<file path="config.mk">
export PLATFORM = sky130hd
export DESIGN_NAME = sbtx_framer_flat
export DESIGN_NICKNAME = d
export VERILOG_FILES = /design/src/rtl/sbtx_framer_pkg.sv /design/src/rtl/sbtx_framer_if.sv /design/src/rtl/sbtx_framer_crc16.sv /design/src/rtl/sbtx_framer.sv /design/src/flat_wrapper.sv
export SDC_FILE = /design/constraint.sdc
export NUM_CORES = 1
export LEC_CHECK = 0
export BUFFER_PORTS_ARGS = -buffer_cell sky130_fd_sc_hd__buf_2
export CAP_MARGIN = 20
export CORE_MARGIN = 4
export CORE_UTILIZATION = 40
export CTS_CLUSTER_SIZE = 40
export DETAILED_ROUTE_END_ITERATION = 8
export REMOVE_ABC_BUFFERS = 1
export SETUP_SLACK_MARGIN = 0.05
export SLEW_MARGIN = 30
export SYNTH_ARGS = -nofsm -noshare
export SYNTH_HDL_FRONTEND = slang
export SYNTH_SLANG_ARGS = --single-unit
</file>
<file path="constraint.sdc">
create_clock -name sb_clk -period 3.7 [get_ports sb_clk]
set_clock_uncertainty 0.2 [all_clocks]
set_input_delay 0.185 -clock sb_clk [delete_from_list [all_inputs] [get_ports sb_clk]]
set_output_delay 0.185 -clock sb_clk [all_outputs]
set_load 0.02 [all_outputs]
</file>
<file path="src/rtl/sbtx_framer_pkg.sv">
// Shared sideband definitions: FSM states, frame geometry, CRC-16 defaults.
package sbtx_framer_pkg;

   typedef enum logic [2:0] {
      S_IDLE,
      S_DATA,
      S_GAP,
      S_CRC_LO,
      S_CRC_HI
   } state_t;

   localparam int          FRAME_LEN    = 10;
   localparam logic [3:0]  LAST_BIT     = 4'(FRAME_LEN - 1);
   localparam logic [15:0] DEF_CRC_INIT = 16'hFFFF;
   localparam logic [15:0] DEF_CRC_POLY = 16'h8005;

   // Bit idx of a 10-bit frame: start 0, data LSB first, stop 1.
   function automatic logic frame_bit(
      input logic [7:0] b,
      input logic [3:0] idx
   );
      logic r;
      r = 1'b1;
      if (idx == 4'd0)
         r = 1'b0;
      else if (idx <= 4'd8)
         r = b[3'(idx - 4'd1)];
      return r;
   endfunction

endpackage

</file>
<file path="src/rtl/sbtx_framer_if.sv">
// Byte-level valid/ready handshake into the sideband framer.
interface sbtx_framer_if;

   logic       trans_valid;
   logic [7:0] trans_data;
   logic       trans_last;
   logic       trans_ready;

   modport master (
      output trans_valid,
      output trans_data,
      output trans_last,
      input  trans_ready
   );

   modport slave (
      input  trans_valid,
      input  trans_data,
      input  trans_last,
      output trans_ready
   );

endinterface

</file>
<file path="src/rtl/sbtx_framer_crc16.sv">
// Bit-serial CRC-16 LFSR, MSB-first register form, no final XOR.
module sb_crc16
   import sbtx_framer_pkg::*;
#(
   parameter logic [15:0] INIT = DEF_CRC_INIT,
   parameter logic [15:0] POLY = DEF_CRC_POLY
) (
   input  logic        clk,
   input  logic        rst,
   input  logic        clear,
   input  logic        enable,
   input  logic        bit_in,
   output logic [15:0] crc
);

   logic fb;

   assign fb = crc[15] ^ bit_in;

   always_ff @(posedge clk or posedge rst) begin
      if (rst)
         crc <= INIT;
      else if (clear)
         crc <= INIT;
      else if (enable)
         crc <= {crc[14:0], 1'b0} ^ (fb ? POLY : 16'h0000);
   end

endmodule

</file>
<file path="src/rtl/sbtx_framer.sv">
// Sideband transmit framer: serialises payload bytes as 10-bit
// frames, then appends a CRC-16 as two frames on the parity line.
module sbtx_framer
   import sbtx_framer_pkg::*;
#(
   parameter logic [15:0] CRC_INIT = DEF_CRC_INIT,
   parameter logic [15:0] CRC_POLY = DEF_CRC_POLY
) (
   input  logic         sb_clk,
   input  logic         rst,
   sbtx_framer_if.slave trans,
   output logic         trans_ser,
   output logic         parity,
   output logic         sbtx_sel,
   output logic         busy
);

   state_t      state_q, state_d;
   logic [3:0]  cnt_q, cnt_d;
   logic [7:0]  data_q, data_d;
   logic        last_q, last_d;
   logic        rdy, hs, at_end;
   logic        crc_clr, crc_en, crc_bit;
   logic [15:0] crc;

   assign at_end = (cnt_q == LAST_BIT);

   always_ff @(posedge sb_clk or posedge rst) begin
      if (rst) begin
         state_q <= S_IDLE;
         cnt_q   <= 4'd0;
         data_q  <= 8'h00;
         last_q  <= 1'b0;
      end else begin
         state_q <= state_d;
         cnt_q   <= cnt_d;
         data_q  <= data_d;
         last_q  <= last_d;
      end
   end

   always_comb begin
      state_d = state_q;
      cnt_d   = cnt_q;
      data_d  = data_q;
      last_d  = last_q;
      rdy     = 1'b0;
      crc_clr = 1'b0;
      unique case (state_q)
         S_IDLE: rdy = 1'b1;
         S_DATA: begin
            cnt_d = cnt_q + 4'd1;
            if (at_end) begin
               cnt_d = 4'd0;
               if (last_q) begin
                  state_d = S_CRC_LO;
               end else begin
                  rdy     = 1'b1;
                  state_d = S_GAP;
               end
            end
         end
         S_GAP: rdy = 1'b1;
         S_CRC_LO: begin
            cnt_d = cnt_q + 4'd1;
            if (at_end) begin
               cnt_d   = 4'd0;
               state_d = S_CRC_HI;
            end
         end
         S_CRC_HI: begin
            cnt_d = cnt_q + 4'd1;
            if (at_end) begin
               cnt_d   = 4'd0;
               state_d = S_IDLE;
            end
         end
         default: state_d = S_IDLE;
      endcase
      // Held low while reset is asserted so no byte is taken.
      rdy = rdy & ~rst;
      hs  = trans.trans_valid & rdy;
      if (hs) begin
         state_d = S_DATA;
         cnt_d   = 4'd0;
         data_d  = trans.trans_data;
         last_d  = trans.trans_last;
         crc_clr = (state_q == S_IDLE);
      end
   end

   assign trans.trans_ready = rdy;

   assign crc_en  = (state_q == S_DATA)
                  && (cnt_q != 4'd0) && !at_end;
   assign crc_bit = frame_bit(data_q, cnt_q);

   sb_crc16 #(
      .INIT (CRC_INIT),
      .POLY (CRC_POLY)
   ) u_crc (
      .clk    (sb_clk),
      .rst    (rst),
      .clear  (crc_clr),
      .enable (crc_en),
      .bit_in (crc_bit),
      .crc    (crc)
   );

   always_comb begin
      trans_ser = 1'b1;
      parity    = 1'b1;
      sbtx_sel  = 1'b0;
      busy      = (state_q != S_IDLE);
      unique case (state_q)
         S_DATA:   trans_ser = frame_bit(data_q, cnt_q);
         S_CRC_LO: begin
            sbtx_sel = 1'b1;
            parity   = frame_bit(crc[7:0], cnt_q);
         end
         S_CRC_HI: begin
            sbtx_sel = 1'b1;
            parity   = frame_bit(crc[15:8], cnt_q);
         end
         default: ;
      endcase
   end

endmodule

</file>
<file path="src/flat_wrapper.sv">
// flat-port wrapper written by rule: the top's interface ports become plain ports
module sbtx_framer_flat import sbtx_framer_pkg::*;
#(
   parameter logic [15:0] CRC_INIT = DEF_CRC_INIT,
   parameter logic [15:0] CRC_POLY = DEF_CRC_POLY
)
  (sb_clk, rst, trans_ser, parity, sbtx_sel, busy, trans_trans_valid, trans_trans_data, trans_trans_last, trans_trans_ready);
  sbtx_framer_if trans_i ();
  input  logic sb_clk;
  input  logic rst;
  output logic trans_ser;
  output logic parity;
  output logic sbtx_sel;
  output logic busy;
  input wire logic [$bits(trans_i.trans_valid)-1:0] trans_trans_valid;
  input wire logic [$bits(trans_i.trans_data)-1:0] trans_trans_data;
  input wire logic [$bits(trans_i.trans_last)-1:0] trans_trans_last;
  output wire logic [$bits(trans_i.trans_ready)-1:0] trans_trans_ready;
  assign trans_i.trans_valid = trans_trans_valid;
  assign trans_i.trans_data = trans_trans_data;
  assign trans_i.trans_last = trans_trans_last;
  assign trans_trans_ready = trans_i.trans_ready;
  sbtx_framer #(.CRC_INIT(CRC_INIT), .CRC_POLY(CRC_POLY)) u_core (.sb_clk(sb_clk), .rst(rst), .trans(trans_i), .trans_ser(trans_ser), .parity(parity), .sbtx_sel(sbtx_sel), .busy(busy));
endmodule
</file>
# After elaboration in Yosys (flattened, before gate mapping)
# Cells that the tools add are included.
# word_totals
output_inout_bits	5
n_memories	0
in_bits	12
ram_bits	0
register_bits	32
rom_bits	0
latch_bits	0
# classes
bitwise	5
n_mux	31
n_div	0
n_mul	0
reduce_logical	13
magnitude_cmp	2
n_shift	0
eq_ne	9
n_addsub	2
# ops
cell	count
2-to-1 mux 16 bit	3
bitwise XOR 16 bit	1
2-to-1 mux 1 bit	15
2-to-1 mux 3 bit	4
2-to-1 mux 4 bit	3
case mux 3 bit (4 select lines)	1
binary-select mux 1 bit (select 3 bit)	3
!= test 3 x 1 -> 1 bit (second input constant)	3
== test 3 x 2 -> 1 bit (second input constant)	2
adder 4 x 1 -> 4 bit (second input constant)	1
== test 4 bit (second input constant)	1
less-or-equal comparator 4 bit (second input constant)	1
zero test 4 bit	1
< comparator 3 x 4 -> 1 bit (second input constant)	1
case mux 1 bit (2 select lines)	2
AND reduction 4 bit	1
nonzero test 2 bit	2
nonzero test 4 bit	1
OR reduction 2 bit	2
== test 3 x 1 -> 1 bit (second input constant)	1
== test 3 bit (second input constant)	1
zero test 3 bit	1
nonzero test 3 bit	1
OR reduction 3 bit	1
7 further kinds	9

# Longest topological paths before layout
# depth
word_depth	10
depth_mapped	9
ltp_nobuf	7

# Hierarchy
# A second synthesis with hierarchy kept.
# hier_totals
hier_cells	164
area_unflattened_um2	1860.5
# modules_own_cells
mod	n_inst	area_each_um2	seq_area_each_um2	cells_per_inst
sbtx_framer	1	1151.1	400.4	106
sb_crc16	1	709.4	420.4	58

# Worst setup path after synthesis
# Ideal clock, no wire load.
# synth_path
kind	register -> register
startpoint	reg u_core.cnt_q[0]
endpoint	reg u_core.u_crc.crc[15]
arrival_time_ns	2.024
setup_time_ns	0.075
period_less_slack_ns	2.298
n_path_buf	1
setup_slack_ns	1.402
stages_incl_launch_ff	9
cell_sequence	dfrtp_1 buf_6 inv_1 ha_1 mux4_2 o22ai_2 a211oi_4 mux2i_1 mux2i_1
# synth_between
elab_chain_len	10
word_cells_on_any_way	23
cone_classes	add/sub: 1; order compare: 1; eq/ne: 1; mux: 10; bitwise: 4; reduce/logical: 6
# synth_lines
element	line_no	text
start, declared	sbtx_framer.sv:19	logic [3:0] cnt_q, cnt_d;
start signal, assigned	sbtx_framer.sv:36	cnt_q <= cnt_d;
subtractor 3 x 1 -> 3 bit	sbtx_framer_pkg.sv:27	r = b[3'(idx - 4'd1)];
binary-select mux 1 bit (select 3 bit)	sbtx_framer_pkg.sv:27	
2-to-1 mux 1 bit (implied by the code)	sbtx_framer_pkg.sv:27	
2-to-1 mux 1 bit	sbtx_framer_pkg.sv:26	else if (idx <= 4'd8)
2-to-1 mux 1 bit	sbtx_framer_pkg.sv:24	if (idx == 4'd0)
bitwise XOR 1 bit	sbtx_framer_crc16.sv:18	assign fb = crc[15] ^ bit_in;
2-to-1 mux 16 bit	sbtx_framer_crc16.sv:26	crc <= {crc[14:0], 1'b0} ^ (fb ? POLY : 16'h0000);
bitwise XOR 16 bit	sbtx_framer_crc16.sv:26	
2-to-1 mux 16 bit	sbtx_framer_crc16.sv:25	else if (enable)
2-to-1 mux 16 bit	sbtx_framer_crc16.sv:23	else if (clear)
end signal, assigned	sbtx_framer_crc16.sv:26	
end, declared	sbtx_framer_crc16.sv:13	output logic [15:0] crc
# Parallel ways exist; a longest one is shown, timed or not. The select of a mux whose other input is x is not followed.
# A chain may end at the register's enable or synchronous reset.

# Worst setup path in the final report
# layout_path
startpoint	reg u_core.cnt_q[0]
endpoint	out parity
# layout_between
elab_chain_len	6
word_cells_on_any_way	12
cone_classes	add/sub: 1; order compare: 1; mux: 9; reduce/logical: 1
# layout_lines
element	line_no	text
subtractor 3 x 1 -> 3 bit	sbtx_framer_pkg.sv:27	
binary-select mux 1 bit (select 3 bit)	sbtx_framer_pkg.sv:27	
2-to-1 mux 1 bit (implied by the code)	sbtx_framer_pkg.sv:27	
2-to-1 mux 1 bit	sbtx_framer_pkg.sv:26	
2-to-1 mux 1 bit	sbtx_framer_pkg.sv:24	
case mux 1 bit (2 select lines) (*)	sbtx_framer.sv:115	unique case (state_q)
end, declared	flat_wrapper.sv:12	output logic parity;
# Mark *: on every way between the ends. The rest lies on a longest branch, timed or not. The select of a mux whose other input is x is not followed.

==> results.tsv <==
metric	value	unit
Total GRT Usage	15.0	%
Setup crit start	u_core.cnt_q[0]	
# H-tree levels	2	
slew margin rel.	35.6	%
critical path required time	3.31	ns
Die H	75.2	um
DR vias/cell	5.22	
Worst Setup Start Kind	flop	
largest net degree at the start of global routing	18	
Reg power frac	35.7	%
PortBufs	16	
Worst Setup EP	parity	
Mapped Cells	193	
num ports	17	
sequential fraction of the synthesis area	45.5	%
Worst Path Max Fanout	12	
Clock Pin Slew Worst Setup and Hold Paths	0.06	ns
DRC Markers	0	
worst r2r dst	u_core.u_crc.crc[15]	
post-route ant nets	0	
Yosys warnings	0	
Crit. End Element	output pin	
core box area	4350	sq um
Slew @ Worst Pin	0.962	ns
DIE AREA	5650	sq um
routed vias	1414	
Post-synth ARST share	100	%
r2r worst-path depth	7	
first-pass GRT wire length	6280	um
# resized after CTS	0	
vias in the first global route	1326	
clock root buffer	clkbuf_8	
initial antenna violation count	0	
switching part of the total power	39.1	%
total of max-cap violations	0	
period utilisation layout	79.5	%
fin crit period	2.94	ns
setup violators final	0	
EDFF count, synth	0	
fmax	0.340	GHz
GP Congestion	0.798	
area delta synth->final	18.2	%
final setup TNS	0	ns
Initial Utilization	41.5	%
Initial DRT Pass Iterations	4	
VDD IR max	0.000387	V
Remaining Overflow, GRT	0	
Psw	0.822	mW
FILL cells	424	
share of post-route cells with drive strength above 1	21.9	%
Post-Route WL	3730	um
Unique masters post-synth	38	
final hold viol count	0	
1st-iter DRT viols	94	
most frequent cells in the layout	nor2_1 (42), nand2_1 (35)	
most frequently used flop master after synthesis	dfstp_2	
setup bufs post-CTS	0	
CTS Sinks	32	
Layout Nets	234	
run status	complete, no violations	
drt wl/cell	13.8	um
syn avg cell area	9.35	sq um
Clock Tree Buf Depth	2	
number of diodes	0	
CP arrival	2.56	ns
Clock Power Share	17.3	%
RSZ-0062 raised after global routing	false	
most common cell after layout, fill and taps aside	nor2_1	
dpl hpwl	2620	um
Num CTS Buffers	5	
Die W	75.2	um
Row Count	24	
post-synth design cell area	1810	sq um
HP Class	in -> reg	
Pins Over Slew Limit	0	
Seq cells post-synth	32	
R2R Setup Slk	1.05	ns
critical path class	reg -> out	
power density of the placed cells	987	nW/um^2
CTS tree	yes	
Pleak	0.974	nW
Comb pwr share	47.0	%
later-pin clock latency in the skew report	0.28	ns
Power Internal	1.28	mW
Layout Utilization	49.0	%
reg2reg start	u_core.cnt_q[0]	
## how the worst min path moves through the flow
| stage | to | start | slack (ns) | cells after the start |
|---|---|---|---|---|
| after floorplan | u_core.cnt_q[0] | rst | 0.09 | 1 |
| after global placement | u_core.state_q[1] | rst | 0.10 | 2 |
| after detailed placement | u_core.state_q[1] | rst | 0.1 | 2 |
| after CTS | u_core.state_q[0] | trans_trans_valid | 0.22 | 3 |
| after global routing | u_core.state_q[0] | trans_trans_valid | 0.27 | 3 |
| final | u_core.state_q[0] | trans_trans_valid | 0.22 | 3 |
## critical path, stage by stage (launching register included)
cell	delay, ns
dfrtp_1	0.61
inv_1	0.12
ha_1	0.43
mux4_1	0.60
a32oi_1	0.17
a22o_1	0.15
nand2_1	0.05
buf_2	0.15
## power groups by stage
| stage | registers, mW | clock network [mW] | logic (mW) |
|---|---|---|---|
| after floorplan | 0.690 | 0 | 0.814 |
| after global placement | 0.750 | 0 | 0.975 |
| after detailed placement | 0.757 | 0 | 0.991 |
| after CTS | 0.753 | 0.379 | 1.00 |
| after global routing | 0.780 | 0.397 | 1.11 |
| final | 0.751 | 0.364 | 0.990 |
## what timing repair did
item / 4_1_cts / 5_1_grt
hold endpoints to repair: 24 / 0
endpoints found under the setup margin: 0 / 0
hold buffers: 10 / 0
## per-stage QoR
step | instances | total power, mW | hold slack [ns] | cell area (sq um) | setup WS [ns]
floorplan | 183 | 1.50 | 0.0893 | 1750 | 0.908
global placement | 253 | 1.73 | 0.103 | 1910 | 1.09
detailed placement | 253 | 1.75 | 0.0982 | 1910 | 1.03
CTS | 271 | 2.13 | 0.219 | 2130 | 0.748
global route | 271 | 2.29 | 0.269 | 2130 | 0.555
finish | 271 | 2.10 | 0.217 | 2130 | 0.760
## kinds of logic after synthesis
family,share of synthesized area [%]
AND/OR/NAND/NOR,22.5
AO/OA/AOI/OAI,11.9
XOR/XNOR,2.22
buffers and inverters,4.50
multiplexers,10.7
flip-flops,45.5
adder cells (fa/ha/maj),2.77
## synth_stat cells (4+ instances only)
library cell	number	share of area (%)
a21oi_1	16	4.4
ha_1	4	2.8
dfrtp_1	16	22
o21ai_0	6	1.7
mux4_1	5	7.3
nor2_1	42	8.7
inv_1	6	1.2
dfstp_2	16	23
mux2i_1	4	2.2
clkbuf_1	5	1.0
nand2_1	35	7.3
## layout make-up
cell class                 count  area, sq um  share of cell area [%]
tap                           52         65.1                    3.05
clock buffer                   7         96.3                    4.52
sequential                    32          821                    38.5
timing repair buffer          28          195                    9.15
multi-input combinational    145          903                    42.3
inverter                       6         22.5                    1.06
clock inverter                 1         30.0                    1.41
## layer usage
metal / part of all wire [%] / up-vias / GRT usage, %
li1: - / 708 / -
met1: 46 / 672 / 20.3
met2: 49 / 27 / 23.0
met3: 3.8 / 7 / 3.87
met4: 1.6 / 0 / 6.41
met5: 0 / - / 0
## flip-flops by register name, summed over array words and instances (netlist names)
register / count
u_core.cnt_q: 4
u_core.data_q: 8
u_core.last_q: 1
u_core.state_q: 3
u_core.u_crc.crc: 16
Power figures use the tool's default switching activity.
